==> src/rtl/pipe_stage_skid_reg.sv <==
`timescale 1ns/1ps
// -----------------------------------------------------------------------------
// pipe_stage_skid_reg
//
// Pipeline-stage register placed between two processor stages (IF/ID, ID/EX,
// EX/MEM, MEM/WB). It moves a control bundle and a data bundle under a
// valid/ready handshake. A main register (M) and a skid register (S) form a
// 2-entry buffer, so the stage sustains one transfer per cycle even though
// in_ready is registered. A synchronous flush kills every held and incoming
// entry and is tallied in a saturating counter.
//
// Parameters
//   CTRL_W          width of the control bundle; zeroed on bubble and flush
//   DATA_W          width of the data bundle
//   CLEAR_ON_FLUSH  1: data registers zeroed on flush, 0: data registers hold
//   CNT_W           width of flush_cnt
//
// Ports
//   clk        in   rising-edge clock
//   rst_n      in   asynchronous active-low reset
//   flush      in   synchronous kill of all held and incoming entries
//   in_valid   in   upstream entry valid
//   in_ready   out  stage accepts an entry this cycle (registered)
//   in_ctrl    in   upstream control bundle
//   in_data    in   upstream data bundle
//   out_valid  out  head entry presented downstream
//   out_ready  in   downstream accepts this cycle (0 = stall)
//   out_ctrl   out  control of head entry, all-zero whenever out_valid=0
//   out_data   out  data of head entry
//   flush_cnt  out  number of flush cycles seen, saturating
// -----------------------------------------------------------------------------
module pipe_stage_skid_reg #(
   parameter int CTRL_W         = 8,
   parameter int DATA_W         = 208,
   parameter bit CLEAR_ON_FLUSH = 1'b1,
   parameter int CNT_W          = 16
) (
   input  logic              clk,
   input  logic              rst_n,
   input  logic              flush,
   input  logic              in_valid,
   output logic              in_ready,
   input  logic [CTRL_W-1:0] in_ctrl,
   input  logic [DATA_W-1:0] in_data,
   output logic              out_valid,
   input  logic              out_ready,
   output logic [CTRL_W-1:0] out_ctrl,
   output logic [DATA_W-1:0] out_data,
   output logic [CNT_W-1:0]  flush_cnt
);

   // Occupancy states: EMPTY (nothing held), BUSY (M valid), FULL (M and S valid)
   localparam logic [1:0] ST_EMPTY = 2'd0;
   localparam logic [1:0] ST_BUSY  = 2'd1;
   localparam logic [1:0] ST_FULL  = 2'd2;

   logic [1:0]        state;
   logic [1:0]        state_nxt;

   logic [CTRL_W-1:0] main_ctrl_p1;
   logic [DATA_W-1:0] main_data_p1;
   logic [CTRL_W-1:0] skid_ctrl_p1;
   logic [DATA_W-1:0] skid_data_p1;

   logic              take;        // upstream entry accepted at this edge
   logic              load_in;     // M <= incoming entry
   logic              load_skid;   // S <= incoming entry
   logic              promote;     // M <= S

   // Saturating increment: the counter parks at all-ones.
   function automatic logic [CNT_W-1:0] sat_inc(input logic [CNT_W-1:0] v);
      if (v == {CNT_W{1'b1}}) begin
         return v;
      end
      return v + CNT_W'(1);
   endfunction

   // in_ready is a register, so gate with it: an offer made while the stage
   // is FULL is ignored and the upstream keeps holding it.
   assign take = in_valid && in_ready;

   always_comb begin
      state_nxt = state;
      load_in   = 1'b0;
      load_skid = 1'b0;
      promote   = 1'b0;
      if (flush) begin
         state_nxt = ST_EMPTY;
      end else begin
         case (state)
            ST_EMPTY: begin
               if (take) begin
                  load_in   = 1'b1;
                  state_nxt = ST_BUSY;
               end
            end
            ST_BUSY: begin
               if (out_ready && take) begin
                  load_in   = 1'b1;
               end else if (out_ready) begin
                  state_nxt = ST_EMPTY;
               end else if (take) begin
                  // Head is stalled: park the newcomer behind it.
                  load_skid = 1'b1;
                  state_nxt = ST_FULL;
               end
            end
            ST_FULL: begin
               if (out_ready) begin
                  promote   = 1'b1;
                  state_nxt = ST_BUSY;
               end
            end
            default: begin
               state_nxt = ST_EMPTY;
            end
         endcase
      end
   end

   // ---- stage boundary: control registers ----
   always_ff @(posedge clk or negedge rst_n) begin
      if (!rst_n) begin
         state        <= ST_EMPTY;
         in_ready     <= 1'b1;
         flush_cnt    <= '0;
         main_ctrl_p1 <= '0;
         skid_ctrl_p1 <= '0;
      end else begin
         state    <= state_nxt;
         in_ready <= (state_nxt != ST_FULL);
         if (flush) begin
            flush_cnt    <= sat_inc(flush_cnt);
            main_ctrl_p1 <= '0;
            skid_ctrl_p1 <= '0;
         end else begin
            if (load_in) begin
               main_ctrl_p1 <= in_ctrl;
            end else if (promote) begin
               main_ctrl_p1 <= skid_ctrl_p1;
            end
            if (load_skid) begin
               skid_ctrl_p1 <= in_ctrl;
            end
         end
      end
   end

   // ---- stage boundary: data registers ----
   always_ff @(posedge clk or negedge rst_n) begin
      if (!rst_n) begin
         main_data_p1 <= '0;
         skid_data_p1 <= '0;
      end else if (flush) begin
         if (CLEAR_ON_FLUSH) begin
            main_data_p1 <= '0;
            skid_data_p1 <= '0;
         end
      end else begin
         if (load_in) begin
            main_data_p1 <= in_data;
         end else if (promote) begin
            main_data_p1 <= skid_data_p1;
         end
         if (load_skid) begin
            skid_data_p1 <= in_data;
         end
      end
   end

   assign out_valid = (state != ST_EMPTY);
   // A bubble must never carry live control (no RF or memory write).
   assign out_ctrl  = out_valid ? main_ctrl_p1 : '0;
   assign out_data  = main_data_p1;

endmodule

==> config.mk <==
export PLATFORM = sky130hd
export DESIGN_NAME = pipe_stage_skid_reg
export DESIGN_NICKNAME = d
export VERILOG_FILES = /design/src/rtl/pipe_stage_skid_reg.sv
export SDC_FILE = /design/constraint.sdc
export NUM_CORES = 1
export LEC_CHECK = 0
export CAP_MARGIN = 20
export CORE_UTILIZATION = 50
export DETAILED_ROUTE_END_ITERATION = 16
export DONT_BUFFER_PORTS = 1
export PLACE_DENSITY = 0.62
export REMOVE_ABC_BUFFERS = 1
export SLEW_MARGIN = 5
export SYNTH_ARGS = -nofsm -noshare
export SYNTH_HDL_FRONTEND = slang
export SYNTH_SLANG_ARGS = --single-unit
==> constraint.sdc <==
create_clock -name clk -period 5.9 [get_ports clk]
set_clock_uncertainty 0.15 [all_clocks]
set_input_delay 0.59 -clock clk [delete_from_list [all_inputs] [get_ports clk]]
set_output_delay 0.59 -clock clk [all_outputs]
set_load 0.01 [all_outputs]
* Yosys cells after proc, flatten, opt, wreduce, memory -nomap -nowiden
Index checks and enable logic that the tools add are counted.
** Cells by class
- Equal/unequal tests :: 5
- Add/subtract/negate cells :: 1
- Multiplexer cells :: 32
- Shift operators :: 0
- Order comparisons :: 0
- Bitwise operators :: 0
- Multipliers :: 0
- Reductions and logical operators :: 7
- Div/mod/pow operators :: 0
** Operators with widths (count)
- 208-bit two-way mux :: 5
- 8-bit two-way mux :: 6
- 16-bit by 1-bit adder with 16-bit output, second input constant :: 1
- 16-bit equality test, second input constant :: 1
- 16-bit two-way mux :: 1
- 1-bit two-way mux :: 12
- 2-bit two-way mux :: 6
- 2-bit case mux with 3 select lines :: 1
- 2-bit inequality test, second input constant :: 2
- 2-bit nonzero test :: 2
- 3-bit nonzero test :: 1
- 2-bit by 1-bit equality test with 1-bit output, second input constant :: 1
- 2-bit equality test, second input constant :: 1
- 1-bit logical AND :: 2
- 2-bit logical NOT :: 1
- 1-bit case mux with 2 select lines :: 1
- 2-bit AND reduction :: 1
** Word-level totals
- Input port bits :: 221
- Bits in registers :: 451
- Output and inout bits :: 234
- Bits in writable memories :: 0
- Bits in latches :: 0
- Word-level logic and storage cells :: 52
- Memories :: 0
- ROM bits :: 0

* Longest topological paths before layout
- Depth in word-level cells :: 8
- Gate-level depth with buffers :: 7
- Depth with buffers taken out :: 5

* Worst setup path before layout
Ideal clock, no wire load.
- Path kind :: input port to flip-flop
- Start point :: input port flush
- End point :: register flush_cnt[15]
- Setup time :: 125 ps
- Path buffers :: 1
- Path slack :: 3853 ps
- Cell stages on the path :: 5
- Required time :: 5625 ps
- Arrival :: 1772 ps
- Path through :: clkbuf_8 -> nand4_1 -> nor2_2 -> or4b_1 -> mux2_2
** Between the ends
- Longest elaborated chain between the ends :: 1
** RTL lines
- start, declared :: line 40 : input logic flush,
- 2-bit AND reduction (no source line)
- end signal, assigned :: line 133 : flush_cnt <= sat_inc(flush_cnt);
- end, declared :: line 49 : output logic [CNT_W-1:0] flush_cnt
No other way between the ends.
A chain may end at the register's enable or synchronous reset.

* Final worst setup path
- Start point :: register in_ready
- End point :: register skid_data_p1[173]
** Between the ends
- Longest elaborated chain between the ends :: 7
- Elaborated cells on any way between the ends :: 8
- Classes of those cells :: mux: 5; reduce/logical: 3
** RTL lines
- start, declared :: line 42 : output logic in_ready,
- start signal, assigned :: line 131 : in_ready <= (state_nxt != ST_FULL);
- 1-bit logical AND (*) :: line 80 : assign take = in_valid && in_ready;
- 1-bit two-way mux :: line 102 : end else if (take) begin
- 1-bit two-way mux :: line 100 : end else if (out_ready) begin
- 1-bit two-way mux (*) :: line 98 : if (out_ready && take) begin
- 1-bit two-way mux (*) :: line 90 : case (state)
- 1-bit two-way mux (*) :: line 87 : if (flush) begin
- 2-bit nonzero test (no source line) (*)
- end signal, assigned :: line 166 : skid_data_p1 <= in_data;
- end, declared :: line 63 : logic [DATA_W-1:0] skid_data_p1;
Every way passes the cells marked *; elsewhere a longest branch is shown, timed or not.

==> results.md <==
Outcome:
- The run finished, with violations left.
- The final reports fail on negative hold slack, max-slew violations.

Power and ir drop:
- The total design power is 7.222 mW.
- For this design the ratio of total power to cell area is 304.8 nW/µm².
- The analysis attributes to cell leakage a power of 11.33 nW.
- The maximum vdd ir drop is 0.2192 mV.

Timing:
- For this run, the top clock speed supported by timing is roughly 290 MHz.
- The post-route fraction of the period consumed by the critical path is 58.74%.
- Across all hold checks on the routed design, the worst slack comes to -428.6 ps.
- For the pin with the worst max-slew slack, the measured transition is 2225 ps.
- The number of setup violations in the final report is 0.
- In this run the tightest slew margin relative to its limit is -48.33%.
- The hold violation count in the final report is ~290.
- The count of pins over their slew limit was 229.
- Setup repair after global routing left no endpoint under its margin.
- The final critical-path required period is 3466 ps.

CTS:
- Clock latency on the worst-skew pair, taken at its later pin, is ~560 ps.
- The clock tree from TritonCTS is built.
- Clock-pin slew was measured on the worst setup and hold paths at 60 ps.
- The number of CTS-inserted buffers is 48.
- The count of hold buffers inserted by post-cts repair is 216.
- The clock sink total is approximately 450.
- The CTS root buffer is sky130_fd_sc_hd__clkbuf_16.
- CTS built an H-tree with a depth of 2.
- Post-CTS repair changed the size of 0 cells.
- The number of setup buffers added after CTS is 0.
- No sink is reached through more buffers than the 3 on the longest clock path.

Routing:
- The total length of routed wires is between 50,000 and 60,000 µm.
- Using the TritonRoute via totals, the vias-per-cell ratio works out to 5.782.
- The wire length on met3 is approximately 4900 µm.
- After detailed routing, the met2 layer carries between 20,000 and 30,000 µm of wire.
- In the final routed layout, each cell accounts on average for 20.61 µm.
- The via count of the routed design is 15,430.
- The wire length on met1 is 21,710 µm.
- The pre-antenna-repair detailed-routing pass consisted of 5 iterations.
- After the first detailed-routing iteration, the DRC count stood at between 1,000 and 1,500.
- The number of design rule violations left after detail routing is 0.
- The highest routed metal layer is met4.
- The detail route stage leaves a number of antenna-violating nets equal to 0.

Logic synthesis:
- The mapped cell area is 19,860 µm².
- After synthesis, the netlist uses 40 different library cells.
- The post-synthesis compound-gate area fraction is 14.20%.
- The mux contribution to synthesized area is 11.13%.
- The portion of the post-synthesis area used by sequential elements is 56.84%.
- The largest family of logic cells by synthesized area is compound AO/OA/AOI/OAI gates.
- The flop and latch count out of synthesis is 451.
- The post-synthesis area per instance is 9.905 µm².
- Yosys printed 0 warnings.
- The synthesized netlist devotes less than 1% of its cell area to adder and majority cells.
- The XOR/XNOR share of the synthesized area is 0.2205%.
- The simple-gate area share of the yosys netlist is 13.86%.
- The synthesized instance count is 2,005.

Die:
- The effective utilization at floorplan is 51.03%.
- The I/O pin total is ~460.
- The overall die area is approximately 40,000 µm².
- The count of standard-cell rows is 72.
- The region available for standard cell placement spans 38,920 µm².
- In this run the horizontal extent of the chip is 201.3 µm.
- The vertical extent of the die is 201.3 µm.

Global routing:
- The maximum number of pins on one net before global-route repair is around 450.
- The total routing usage reported by global routing is 26.90%.
- The number of antenna violations at the first check in global routing is 2.
- The via count of the first global-routing pass came to 15,620.
- The residual overflow from global routing is 0.
- The wire length of the first global-routing pass is 87,320 µm.

Cells and area:
- Cells fill 60.88% of the core in the end.
- In the final layout, the share of cells above drive strength 1 is around 4.4%.
- The layout filler cell count is 3,221.
- The final net count is 2,335.
- From synthesis to final layout, the design area changed by 19.30%.

Setup path:
- By startpoint and endpoint, the worst setup path is classified as reg2reg.
- The peak fanout along the critical path is 78.
- The endpoint required time on the critical path is around 6300 ps.
- The type of origin of the critical path is a register.
- Data arrives at the worst endpoint at 3810 ps.
- The worst setup path is captured at a register.

Run:
- The number of maximum-capacitance constraint violations is 0.

Placement:
- At the end of routability-driven placement, the weighted congestion stood at 0.8107.
- The detailed-placement wirelength estimate is roughly 29,000 µm.
- The number of port buffers is 0.

Min path:
- The worst min-delay path category is in2async.
==> power by group <==
group | total (mW) | internal (mW) | switching (mW)
logic | 0.663 | 0.307 | 0.356
clock network | 2.98 | 1.79 | 1.19
registers | 3.58 | 3.29 | 0.285
total | 7.22 | 5.39 | 1.83
==> path summary, 6_finish.rpt <==
| check | start | end | slack (ps) | depth (start not counted) |
|---|---|---|---|---|
| worst max-delay path | in_ready$_DFF_PN1_ | skid_data_p1[173]$_DFFE_PN0P_ | 2430 | 7 |
| worst min-delay path | rst_n | out_data[148]$_DFFE_PN0P_ | -430 | 0 |
| worst max register to register | in_ready$_DFF_PN1_ | skid_data_p1[173]$_DFFE_PN0P_ | 2430 | 7 |
| worst min register to register | skid_data_p1[89]$_DFFE_PN0P_ | skid_data_p1[89]$_DFFE_PN0P_ | 370 | 2 |
| max in group asynchronous | rst_n | skid_data_p1[67]$_DFFE_PN0P_ | 4270 | 0 |
| min in group clk | in_data[52] | skid_data_p1[52]$_DFFE_PN0P_ | 30 | 2 |
==> layout make-up <==
type	instances	area [µm²]	share of cell area, %
inverter	5	18.77	0.07922
antenna	2	5.005	0.02112
clock inverter	10	125.1	0.5281
timing repair buffer	228	2320	9.791
clock buffer	75	1434	6.052
tap	518	648.1	2.736
multi-input combinational	1379	7854	33.15
sequential	451	11290	47.64
==> per-stage QoR <==
stage / setup slack [ps] / TNS (ps) / cells / cell area, µm²
floorplan: -6623 / -2188090 / 1835 / 19140
global placement: 3025 / 0 / 2365 / 19950
detailed placement: 2953 / 0 / 2365 / 19950
CTS: 2461 / 0 / 2666 / 23690
global route: 2286 / 0 / 2668 / 23690
finish: 2434 / 0 / 2668 / 23690
==> sequential cells by signal (all words and copies together), names as in the netlist <==
register and count:
in_ready 1, state 2, main_ctrl_p1 8, skid_data_p1 208, flush_cnt 16, skid_ctrl_p1 8
out_data 208
==> worst max-delay path, cell delays in order, from the launching register on <==
cell	delay, ps
sky130_fd_sc_hd__dfstp_2	550
sky130_fd_sc_hd__nand2_1	150
sky130_fd_sc_hd__nor3_2	230
sky130_fd_sc_hd__buf_4	750
sky130_fd_sc_hd__buf_4	650
sky130_fd_sc_hd__nand2_1	110
sky130_fd_sc_hd__a21oi_1	130
sky130_fd_sc_hd__dlygate4sd3_1	560
==> cells in the final DEF (no fill, tap or decap), types with 3 or more instances in the layout <==
master and n:
sky130_fd_sc_hd__xnor2_1 3, sky130_fd_sc_hd__nand3_1 7, sky130_fd_sc_hd__buf_4 8, sky130_fd_sc_hd__a31oi_1 3, sky130_fd_sc_hd__inv_1 5, sky130_fd_sc_hd__nor2_1 226, sky130_fd_sc_hd__clkbuf_1 15, sky130_fd_sc_hd__a211oi_1 217
sky130_fd_sc_hd__clkbuf_8 11, sky130_fd_sc_hd__nor2b_1 9, sky130_fd_sc_hd__buf_12 4, sky130_fd_sc_hd__nand4_1 5, sky130_fd_sc_hd__mux2i_1 217, sky130_fd_sc_hd__dlygate4sd3_1 215, sky130_fd_sc_hd__clkinv_2 7, sky130_fd_sc_hd__nand2_1 438
sky130_fd_sc_hd__dfrtp_1 450, sky130_fd_sc_hd__a21oi_1 222, sky130_fd_sc_hd__o21a_1 4, sky130_fd_sc_hd__clkbuf_16 49, sky130_fd_sc_hd__bufinv_16 3
==> logic make-up after synthesis <==
group	count (synthesis)
and+or+nand+nor	703
buffers and inverters	175
adders and majority gates	1
AOI/OAI and AO/OA	450
DFF	451
muxes	220
xor gates and xnor gates	5
==> synth_stat cells, drive strengths merged <==
cell	n	area (µm²)
ha	1	12.51
mux2i	217	2172
buf	61	295.3
nand4	6	52.55
nand3	7	35.03
or4	1	11.26
dfrtp	450	11260
xnor2	3	26.28
nand3b	1	7.510
xor2	2	17.52
inv	5	18.77
nor2b	9	56.30
a2111oi	1	8.760
o311ai	1	8.760
nor3	3	15.01
a21oi	222	1111
o22a	1	8.760
or4b	1	10.01
clkbuf	109	419.2
or3	3	18.77
nor3b	1	7.510
o21ai	1	5.000
nand2b	1	6.260
nor4	1	6.260
and2	3	21.27
dfstp	1	26.28
nand2	438	1644
or2	1	6.260
mux2	3	37.53
a31oi	3	18.77
nor2	227	854.6
a211oi	217	1629
o21a	4	30.03
==> per-layer routing <==
layer | GRT usage [%] | vias up
li1 | - | 7130
met1 | 33.94 | 7602
met2 | 42.02 | 559
met3 | 8.536 | 135
met4 | 12.99 | 0
met5 | 0 | -
Power figures use the tool's default switching activity.
